## src/rtl/bram_uart_dumper_pkg.sv

```systemverilog
// Shared definitions for the block-RAM UART dumper.
//   UART_FRAME_BITS : bits per 8N1 frame (start + 8 data + stop)
//   calc_divisor()  : clock cycles per UART bit, rounded to nearest
//   state_t         : dumper sequencing states
package bram_uart_dumper_pkg;

  localparam int unsigned UART_FRAME_BITS = 10;

  // Rounded division, so 12 MHz / 115200 baud gives 104 rather than truncating.
  function automatic int unsigned calc_divisor(input int unsigned clock_hz,
                                               input int unsigned baud);
    return (clock_hz + baud / 2) / baud;
  endfunction

  typedef enum logic [2:0] {
    IDLE,
    READ,
    CAPTURE,
    SEND_HI,
    SEND_LO,
    ADVANCE
  } state_t;

endpackage

```

## src/rtl/bram_uart_dumper_tx.sv

```systemverilog
// uart_tx_byte: 8N1 UART serializer, reusable by other UART blocks.
//   CLK        : clock
//   reset      : synchronous, active-high; forces TX high and drops any frame
//   load       : accepted only while ready is high
//   tx_byte    : byte captured on an accepted load
//   ready      : high while no frame is in flight
//   TX         : serial line, idles high, start bit begins the cycle after load
//   frame_done : one-cycle pulse during the last cycle of the stop bit
module uart_tx_byte
  import bram_uart_dumper_pkg::*;
#(
  parameter int unsigned DIVISOR = 104
) (
  input  logic       CLK,
  input  logic       reset,
  input  logic       load,
  input  logic [7:0] tx_byte,
  output logic       ready,
  output logic       TX,
  output logic       frame_done
);

  localparam int unsigned     DIV_W    = (DIVISOR > 1) ? $clog2(DIVISOR) : 1;
  localparam logic [DIV_W-1:0] DIV_LAST = DIV_W'(DIVISOR - 1);
  localparam logic [3:0]      LAST_BIT = 4'(UART_FRAME_BITS - 1);

  logic             active_q, active_d;
  logic             tx_q, tx_d;
  logic [8:0]       shift_q, shift_d;   // data bits still to send, stop bit on top
  logic [3:0]       bit_q, bit_d;       // index of the bit currently on the line
  logic [DIV_W-1:0] div_q, div_d;
  logic             bit_end;

  assign bit_end    = active_q && (div_q == DIV_LAST);
  assign ready      = ~active_q;
  assign TX         = tx_q;
  // Combinational so the caller can load the next byte in the very next cycle.
  assign frame_done = bit_end && (bit_q == LAST_BIT);

  always_comb begin
    active_d = active_q;
    tx_d     = tx_q;
    shift_d  = shift_q;
    bit_d    = bit_q;
    div_d    = div_q;
    if (!active_q) begin
      if (load) begin
        active_d = 1'b1;
        tx_d     = 1'b0;
        shift_d  = {1'b1, tx_byte};
        bit_d    = '0;
        div_d    = '0;
      end
    end else if (bit_end) begin
      div_d = '0;
      if (bit_q == LAST_BIT) begin
        active_d = 1'b0;
        tx_d     = 1'b1;
      end else begin
        tx_d    = shift_q[0];
        shift_d = {1'b1, shift_q[8:1]};
        bit_d   = bit_q + 4'd1;
      end
    end else begin
      div_d = div_q + 1'b1;
    end
  end

  always_ff @(posedge CLK) begin
    if (reset) begin
      active_q <= 1'b0;
      tx_q     <= 1'b1;
      shift_q  <= '1;
      bit_q    <= '0;
      div_q    <= '0;
    end else begin
      active_q <= active_d;
      tx_q     <= tx_d;
      shift_q  <= shift_d;
      bit_q    <= bit_d;
      div_q    <= div_d;
    end
  end

endmodule

```

## src/rtl/bram_uart_dumper.sv

```systemverilog
// bram_uart_dumper: reads words FIRST_ADDRESS..LAST_ADDRESS from a 16-bit
// block RAM read port and sends each word high byte first as 8N1 frames.
//   CLK          : clock (also the RAM read clock outside this block)
//   reset        : synchronous, active-high
//   start        : one-cycle pulse, ignored unless idle
//   read_address : RAM read address
//   read_enable  : RAM read enable, data returns the following cycle
//   read_data    : RAM read data
//   TX           : UART line, idles high
//   busy         : high while a dump is in progress
//   done         : one-cycle pulse when the last word has been sent
module bram_uart_dumper
  import bram_uart_dumper_pkg::*;
#(
  parameter int unsigned CLOCK_FREQUENCY = 12000000,
  parameter int unsigned BAUD_RATE       = 115200,
  parameter int unsigned ADDRESS_WIDTH   = 8,
  parameter int unsigned DATA_WIDTH      = 16,
  parameter int unsigned FIRST_ADDRESS   = 0,
  parameter int unsigned LAST_ADDRESS    = 255
) (
  input  logic                     CLK,
  input  logic                     reset,
  input  logic                     start,
  output logic [ADDRESS_WIDTH-1:0] read_address,
  output logic                     read_enable,
  input  logic [DATA_WIDTH-1:0]    read_data,
  output logic                     TX,
  output logic                     busy,
  output logic                     done
);

  localparam int unsigned DIVISOR = calc_divisor(CLOCK_FREQUENCY, BAUD_RATE);
  localparam logic [ADDRESS_WIDTH-1:0] FIRST_ADDR = ADDRESS_WIDTH'(FIRST_ADDRESS);
  localparam logic [ADDRESS_WIDTH-1:0] LAST_ADDR  = ADDRESS_WIDTH'(LAST_ADDRESS);

  state_t                   state_q, state_d;
  logic [ADDRESS_WIDTH-1:0] addr_q, addr_d;
  logic [DATA_WIDTH-1:0]    word_q, word_d;

  logic       ser_load;
  logic [7:0] ser_byte;
  logic       ser_ready;
  logic       ser_frame_done;

  uart_tx_byte #(
    .DIVISOR(DIVISOR)
  ) u_tx (
    .CLK       (CLK),
    .reset     (reset),
    .load      (ser_load),
    .tx_byte   (ser_byte),
    .ready     (ser_ready),
    .TX        (TX),
    .frame_done(ser_frame_done)
  );

  assign read_address = addr_q;
  assign busy         = (state_q != IDLE);

  always_comb begin
    state_d     = state_q;
    addr_d      = addr_q;
    word_d      = word_q;
    ser_load    = 1'b0;
    ser_byte    = word_q[15:8];
    read_enable = 1'b0;
    done        = 1'b0;
    unique case (state_q)
      IDLE: begin
        if (start) begin
          state_d = READ;
          addr_d  = FIRST_ADDR;
        end
      end
      READ: begin
        read_enable = 1'b1;
        state_d     = CAPTURE;
      end
      CAPTURE: begin
        word_d  = read_data;
        state_d = SEND_HI;
      end
      // ready drops the cycle after a load, so holding load on ready
      // issues exactly one load per byte.
      SEND_HI: begin
        ser_byte = word_q[15:8];
        ser_load = ser_ready;
        if (ser_frame_done) state_d = SEND_LO;
      end
      SEND_LO: begin
        ser_byte = word_q[7:0];
        ser_load = ser_ready;
        if (ser_frame_done) state_d = ADVANCE;
      end
      // Compare before incrementing so a range ending at the top address
      // terminates instead of wrapping to zero.
      ADVANCE: begin
        if (addr_q == LAST_ADDR) begin
          done    = 1'b1;
          state_d = IDLE;
        end else begin
          addr_d  = addr_q + 1'b1;
          state_d = READ;
        end
      end
      default: state_d = IDLE;
    endcase
  end

  always_ff @(posedge CLK) begin
    if (reset) begin
      state_q <= IDLE;
      addr_q  <= FIRST_ADDR;
      word_q  <= '0;
    end else begin
      state_q <= state_d;
      addr_q  <= addr_d;
      word_q  <= word_d;
    end
  end

endmodule
```

## config.mk

```make
export PLATFORM = sky130hd
export DESIGN_NAME = bram_uart_dumper
export DESIGN_NICKNAME = d
export VERILOG_FILES = /design/src/rtl/bram_uart_dumper_pkg.sv /design/src/rtl/bram_uart_dumper_tx.sv /design/src/rtl/bram_uart_dumper.sv
export SDC_FILE = /design/constraint.sdc
export NUM_CORES = 1
export LEC_CHECK = 0
export ABC_CLOCK_PERIOD_IN_PS = 1920
export CORE_AREA = 5 5 66 80
export CTS_BUF_LIST = sky130_fd_sc_hd__clkbuf_16
export DETAILED_ROUTE_END_ITERATION = 16
export DIE_AREA = 0 0 71 85
export GPL_ROUTABILITY_DRIVEN = 0
export PLACE_DENSITY = 0.89
export REMOVE_ABC_BUFFERS = 1
export SKIP_LAST_GASP = 1
export SYNTH_ARGS = -nofsm -noshare
export SYNTH_HDL_FRONTEND = slang
export SYNTH_SLANG_ARGS = --single-unit
```

## constraint.sdc

```tcl
create_clock -name CLK -period 1.92 [get_ports CLK]
set_input_delay 0.576 -clock CLK [delete_from_list [all_inputs] [get_ports CLK]]
set_output_delay 0.576 -clock CLK [all_outputs]
set_load 0.01 [all_outputs]
```

==> impl_results.md <==
- Setup violators final: 0
- Vias in the first global route: about 2,100
- Starting Density: 0.520
- Number of DRC markers in iteration 0: between 200 and 250
- Share of the synthesized area in the top cell type: 0.414
- Max rail drop VDD: between 0.6 and 0.7 mV
- Buffers plus inverters on the worst setup path: 2
- Clock sink total: 48
- Endpoint type of the worst setup path: output port
- Port bufs: 30
- Area growth, synth to finish: 28.3%
- H-Tree Depth: 2
- Syn Std Cell Area: about 0.0023 sq mm
- Pin count of the biggest net entering global routing: 18
- Yosys warnings: 0
- Fin crit period: 1.88 ns
- Clk_skew: 0.00458 ns
- Pwr Density: between 700 and 800 mW/mm^2
- Clock transition at the registers of the reported paths: approximately 0.070 ns
- Count of pins over their slew limit: 0
- Fmax: between 0.5 and 0.6 GHz
- Critical Path RT: roughly 1.3 ns
- Main flop type after synthesis: dfxtp_1
- Remaining antenna violation count: 0
- # diodes: 0
- # hold bufs at CTS: 0
- Vias per inst: just under 6
- Wire per inst: 14.6 um
- FFs w/ async S/R, synth: 0
- DIE AREA: between 0.006 and 0.007 sq mm
- Register area share after synthesis: 0.414
- Total power draw: around 0.0022 W
- Filler cells: ~380
- Antenna violations before repair: 0
- Synth Register Bits: 48
- Root Driver: clkbuf_16
- Remaining DRCs: 0
- Avg Cell Area, Syn: slightly above 8 sq um
- EDFF count, synth: 0
- First-pass GRT wire length: about 9400 um
- Register Area: about 960 sq um
- CTS max path bufs: 2
- Most common cell in the synthesized netlist: nand2_1
- Final wirelength: 5770 um
- Critical path launch point type: flop
- Core Box Area: 0.00446 sq mm
- CP max stage delay: 0.53 ns
- Dpl hpwl: ~4000 um
- Worst-Skew Late Latency: 0.29 ns
- Leakage power: 1.14 nW
- Gr ovfl total: 0
- Die Height: 85 um
- Layout Utilization: 0.668
- Slowest-stage cell, CP: clkdlybuf4s50_1
- Cell taking the most area after synthesis: dfxtp_1
- CP delay by family, top: buffers and inverters
- First drt pass iteration count: 4
- Crit-path cells: buf_4 > clkdlybuf4s50_1
- CP Class: flop to output port
- Hold Vio Cnt, Final: 0
- Tightest Pin Transition: between 0.5 and 0.6 ns
- Netlist cell types: 51
- Mapped Cells: about 290
- Top cells by area, synth: dfxtp_1 41%, nand2_1 8.4%, a21oi_1 7.8%, o21ai_0 3.2%, a22o_1 2.6%
- Layout Nets: approximately 360
- Critical Path Fanout Max: 5
- Share of cells above drive strength 1: 0.148
- Gr usage total: 0.193
- Rel. slew slack: 0.605
- Maxcap violations: 0
- Ports: 31
- Via Count: 2,285
- Status: finished, final reports clean
- Die width: 71 um
- CP arrival: about 1.3 ns
- Hold Path Class: flop to flop
- CTS tree: yes
- CTS buffer count: 5
- Row Count: 27
- Commonest cells in the synthesized netlist: 52 x nand2_1, 48 x dfxtp_1, 36 x a21oi_1
- Multi-input gate area: between 0.001 and 0.0015 sq mm
- Setup TNS: 0 ns
- Tcrit/Tclk final: 0.978
==> cell usage in the layout (no fill, tap or decap), drive strengths merged, types with 3 or more instances in the layout <==
master and count:
nor2 10, dfxtp 48, a22o 7, o21ai 15, nor3 5, o211ai 8, a31oi 5, nand3b 3
clkdlybuf4s50 27, nand2 52, nand4b 3, ha 4, or3 6, clkbuf 6, o31ai 4, nand3 11
nand2b 4, inv 15, buf 29, a21oi 36, clkinv 3
==> what timing repair did <==
action | in CTS | in global routing
cloned | 0 | 0
buffers inserted | 0 | 0
gates resized for setup | 4 | 4
endpoints found under the setup margin | 3 | 1
==> per-layer routing <==
metal  routed length (um)  GRT usage
met5                    0          0
met4                  156      0.103
met3                  292     0.0355
met2                 3130      0.359
met1                 2190      0.203
==> final timing paths <==
kind,start,slack (ns),depth (start not counted),end
worst max-delay path,read_address[0],0.04,2,read_address[0]
worst min-delay path,word_q[0],0.46,2,word_q[0]
worst max register to register,u_tx.div_q[0],0.16,5,u_tx.shift_q[1]
worst min register to register,word_q[0],0.46,2,word_q[0]
==> worst min-delay path, stage by stage (launching register included) <==
cell,delay (ns)
dfxtp_1,0.31
nand2_1,0.05
a21oi_1,0.05
==> registers in the layout, indices dropped and copies added (netlist names) <==
name and count:
u_tx.TX 1, u_tx.bit_q 4, read_address 8, word_q 16, u_tx.div_q 7, u_tx.shift_q 8, state_q 3, u_tx.active_q 1
==> layout make-up <==
class                      count  share of cell area
clock buffer                   5              0.0420
clock inverter                 3             0.00756
inverter                      15              0.0189
multi-input combinational    207               0.413
sequential                    48               0.323
tap                           58              0.0244
timing repair buffer          59               0.171
==> cell families (layout without fill, tap and decap cells) <==
family,Yosys count,in the layout,synth area share
AOI/OAI and AO/OA,90,90,0.245
xor gates and xnor gates,3,3,0.0113
adders and majority gates,4,4,0.0216
buffers and inverters,32,82,0.0588
DFF,48,48,0.414
muxes,1,1,0.00431
and+or+nand+nor,109,109,0.245
==> per-stage QoR <==
step           setup WS (ns)  instances  area, sq um  hold WS [ns]
5_1_grt             -0.00836        395         2980         0.477
3_3_place_gp          0.0338        387         2830         0.444
2_1_floorplan         0.0412        270         2240         0.425
6_report              0.0430        395         2980         0.457
4_1_cts              -0.0984        395         2980         0.456
3_5_place_dp         -0.0775        387         2830         0.447
==> power by group <==
part           internal (W)  switching, W  leakage (nW)
Sequential          0.00104     0.0000220         0.390
Clock              0.000487      0.000382        0.0742
Combinational      0.000116      0.000135         0.671
(Power assumes the default switching activity.)
==> variant 1: new RTL, config.mk and constraints unchanged <==
The parameter `CLOCK_FREQUENCY` goes from 12000000 to 6000000.
--- a/src/rtl/bram_uart_dumper.sv
+++ b/src/rtl/bram_uart_dumper.sv
@@ -12,7 +12,7 @@
 module bram_uart_dumper
   import bram_uart_dumper_pkg::*;
 #(
-  parameter int unsigned CLOCK_FREQUENCY = 12000000,
+  parameter int unsigned CLOCK_FREQUENCY = 6000000,
   parameter int unsigned BAUD_RATE       = 115200,
   parameter int unsigned ADDRESS_WIDTH   = 8,
   parameter int unsigned DATA_WIDTH      = 16,
Formal check against the unedited RTL: same outputs for any inputs over 10 cycles, from zero or initial values and one cycle with reset high; that may be too few to reach the edited logic, so the function may still have changed.
==> variant 1 against the original RTL <==
Count of clock-buffer cells in the layout unchanged; synthesized area decreased by 3.9%; worst setup slack improved by 21 ps; power decreased by 2.1%; final area fell by 4.6%; sequential cell count shrank 1; routed wire length shrank 16%; utilization is 3.1 points lower.
==> variant 1: results (changes against the original RTL) <==
Synthesis
  • #FFs+latches synth: 47 (-2.1%)
  • Sequential share of the synthesized area: 42.2% (+0.80 points)
  • Synth top cells by count: 47 x dfxtp_1, 40 x nand2_1, 23 x a21oi_1, 13 x nor3_1, 12 x nor2_1
  • Synth area leaders: dfxtp_1 42%, nand2_1 6.7%, a21oi_1 5.2%
  • Unique masters post-synth: 48 (-5.9%)
  • Post-synthesis mux area share: 8.75% (+8.3 points)
  • Compound-Gate Fraction of Synth Area: 17.6% (-6.9 points)
  • Area fraction of the dominant cell type after synthesis: 42.2% (+0.80 points)
  • Avg Inst Size Synth: 8.71 um2 (+7.7%)
  • Xor/xnor share of the synthesized area: 2.36% (+1.2 points)
  • Fraction of the mapped netlist area in adder cells: 2.24% (+0.088 points)

Cells and area
  • Comb_multi_in: 190 (-8.2%)
  • Bufs w/o clock: 52 (-12%)
  • Multi-input combinational area share: 42.3% (+1.1 points)
  • Layout cells sized above 1: 15.6% (+0.78 points)
  • Storage cell area: 941 um2 (-2.2%)
  • Final net count: 323 (-10%)
  • Layout clock area frac: 5.37% (+0.42 points)
  • Inverters: 4 (-11)
  • Layout Cells excl Fill: 359 (-9.1%)
  • Buffering overhead: 16.1% (-1.1 points)

Global route
  • Met2 usage: 30.4% (-5.5 points)
  • Vias in the first global route: 1,952 (-7.4%)
  • Largest net degree at the start of global routing: 18 (unchanged)
  • Initial antenna violation count: 0 (unchanged)
  • Met1 GRT Util: 17.4% (-2.9 points)
  • GRT Resource Usage Total: 16.5% (-2.8 points)
  • Met3 GRT Util: 4.27% (+0.71 points)
  • First-pass GRT wire length: 8.29 mm (-12%)

Timing
  • Slew HR: 48.5% (-12 points)
  • Clock Skews: 7.15 ps (+2.57 ps)

Placed design
  • Cells after DPL: 351 (-9.3%)
  • DP HPWL: 3.48 mm (-11%)

Setup path
  • WP data arrival: 1280 ps (-20 ps)
  • Reg2reg setup slack: 200 ps (+40 ps)
  • Critical R2R Capture: u_tx.TX$_SDFFE_PP1P_
  • Worst R2R Start: state_q[2]$_SDFFE_PP0P_
  • Max incr delay on CP: 530 ps (about the same)
  • Family with the most delay on the worst path: buffers and inverters

Route
  • Vias per inst: 5.68 (-1.8%)
  • WL final: 4.83 mm (-16%)
  • Met2 Wirelength: 2.53 mm (-19%)
  • DRT iter0 DRCs: 106 (-50%)
  • Met1 Wirelength: 1.91 mm (-13%)
  • DR WL met3: 289 um (-1.0%)

Clocking
  • Post-CTS Setup Bufs: 0 (unchanged)
  • Cts repair resizes: 6 (+2)
  • H-tree Lvls: 2 (unchanged)

Pwr
  • Pleak: 1.15 nW (+1.3%)
  • Max VDD drop: 0.688 mV (+3.9%)

Min path
  • Hold Crit Start: word_q[11]$_SDFFE_PP0P_
  • Hold endpoint: word_q[11]$_SDFFE_PP0P_

Status
  • Status: complete, no violations
-- variant 1: changes by cell type after synthesis, moves of 7 or more --
cell	change
a21oi_1	-13
a22o_1	-7
inv_1	-10
mux2_4	+7
mux2i_1	+8
nand2_1	-12
nor3_1	+9
o21ai_0	-9
o21ai_1	+7
-- variant 1: worst max-delay path by stage --
stage	end	cells after the start	slack, ps	from
floorplan	done	3	200	read_address[0]$_SDFFE_PP0P_
global placement	read_address[0]$_SDFFE_PP0P_	4	-80	start
detailed placement	read_address[0]$_SDFFE_PP0P_	4	-100	start
CTS	done	4	-60	read_address[0]$_SDFFE_PP0P_
global route	read_address[0]	2	10	read_address[0]$_SDFFE_PP0P_
finish	read_address[2]	2	60	read_address[2]$_SDFFE_PP0P_
-- variant 1: kinds of logic after synthesis --
| group | count (synthesis) |
|---|---|
| simple gates | 100 |
| compound gates | 64 |
| buf+inv | 19 |
| fa+ha+maj | 4 |
| flops | 47 |
| xor+xnor | 6 |
| mux | 16 |
-- variant 1: per-stage QoR --
step / hold WS, ps / total power [mW] / area [um2] / util [%] / worst slack, ps
floorplan: 430 / 1.16 / 2150 / - / 197
global placement: 441 / 1.26 / 2690 / 60.3 / -76.6
detailed placement: 449 / 1.27 / 2690 / 60.3 / -96.3
CTS: 459 / 2.15 / 2830 / 63.6 / -56.6
global route: 471 / 2.22 / 2840 / 63.7 / 9.76
finish: 456 / 2.13 / 2840 / 63.7 / 63.7
-- variant 1: worst reg2reg max path, stage by stage, from the launching register on --
cell      delay, ps
dfxtp_1         350
buf_4           150
and3b_1         230
nor3_1          610
o21ai_0         140
o311ai_0        130
-- variant 1: report_power, final --
group	total, mW	internal [mW]	switching (mW)
clock network	0.892	0.496	0.396
registers	1.03	1.01	0.0195
logic	0.211	0.106	0.105
total	2.13	1.61	0.521
==> variant 2: new RTL, config.mk and constraints unchanged <==
Without the edit above. `word_q` no longer has a reset.
--- a/src/rtl/bram_uart_dumper.sv
+++ b/src/rtl/bram_uart_dumper.sv
@@ -112,12 +112,14 @@
     if (reset) begin
       state_q <= IDLE;
       addr_q  <= FIRST_ADDR;
-      word_q  <= '0;
     end else begin
       state_q <= state_d;
       addr_q  <= addr_d;
-      word_q  <= word_d;
     end
   end
 
+  always_ff @(posedge CLK) begin
+    word_q <= word_d;
+  end
+
 endmodule
Function: same outputs for any inputs over 10 cycles, from zero or initial values and one cycle with reset high; that may be too few to reach the edited logic, so the function may still have changed.
==> variant 2 against the original RTL <==
Sequential cell count stayed put; combinational power is 13% lower; power is 6.2% higher; largest power group unchanged; final cell count is 17% lower; final area is 2.0% lower; register-to-register slack worse by 20 ps; worst setup slack hardly changed; synthesized area is 5.2% lower; routed wire length is 18% lower; global-route usage is 2.8 points lower; clock power is 13% higher.
==> variant 2: results (changes against the original RTL) <==
Synthesis
  • Synth area leaders: dfxtp_1 29%, edfxtp_1 22%, mux2i_1 3.6%
  • Post-synth EDFFs: 16 (+16)
  • Unique masters post-synth: 46 (-9.8%)

Cells and area
  • Area of the multi-input gates: 988 um2 (-20%)
  • Fill count: 356 (-5.1%)
  • Bufs w/o clock: 64 (+8.5%)
  • Buffering overhead: 18.6% (+1.5 points)
  • Layout clock area frac: 5.74% (+0.79 points)

Pwr
  • Comb group: 0.218 mW (-13%)
  • Switching pwr: 0.494 mW (-8.5%)
  • Sw frac: 21.3% (-3.4 points)
  • Max VDD drop: 0.708 mV (+6.8%)

Status
  • Status: complete, no violations

Global route
  • Vias in the first global route: 1,890 (-10%)
  • Met2 usage: 30.9% (-5.0 points)
  • Met3 GRT Util: 4.15% (+0.59 points)
  • GRT Resource Usage Total: 16.6% (-2.8 points)
  • First-pass GRT wire length: 8.05 mm (-15%)
  • Largest net degree at the start of global routing: 17 (-1)

Setup path
  • Reg2reg setup slack: 140 ps (-20 ps)
  • Setup crit end: read_address[2]
  • Worst Setup SP: read_address[2]$_SDFFE_PP0P_

Route
  • DRT iter0 DRCs: 167 (-21%)

Timing
  • Slew HR: 67.0% (+6.5 points)

Placed design
  • Post-Place Setup Slack: -204 ps (-127 ps)
==> variant 2: cell count changes after synthesis, moves of 4 or more <==
cell / unedited run / this run
nand2_1: 52 / 10
a21oi_1: 36 / 10
dfxtp_1: 48 / 32
edfxtp_1: 0 / 16
inv_1: 14 / 6
a22o_1: 7 / 0
mux2_2: 0 / 7
mux2i_1: 1 / 8
o211ai_1: 8 / 1
a31oi_1: 5 / 9
and3_1: 1 / 5
nand2b_1: 4 / 0
o2111ai_1: 0 / 4
o31ai_1: 4 / 0
==> variant 2: worst register-to-register path, cell delays in order, from the launching register on <==
cell	delay (ps)
dfxtp_1	370
inv_1	60
ha_1	160
and3b_1	190
nand4b_1	270
buf_4	200
or3_1	300
a21oi_1	150
==> variant 2: cells by family after synthesis <==
group | synth area share, %
AOI/OAI and AO/OA | 16.9
and+or+nand+nor | 17.5
DFF | 50.9
buffers and inverters | 4.38
adders and majority gates | 2.27
xor gates and xnor gates | 0.796
muxes | 7.22
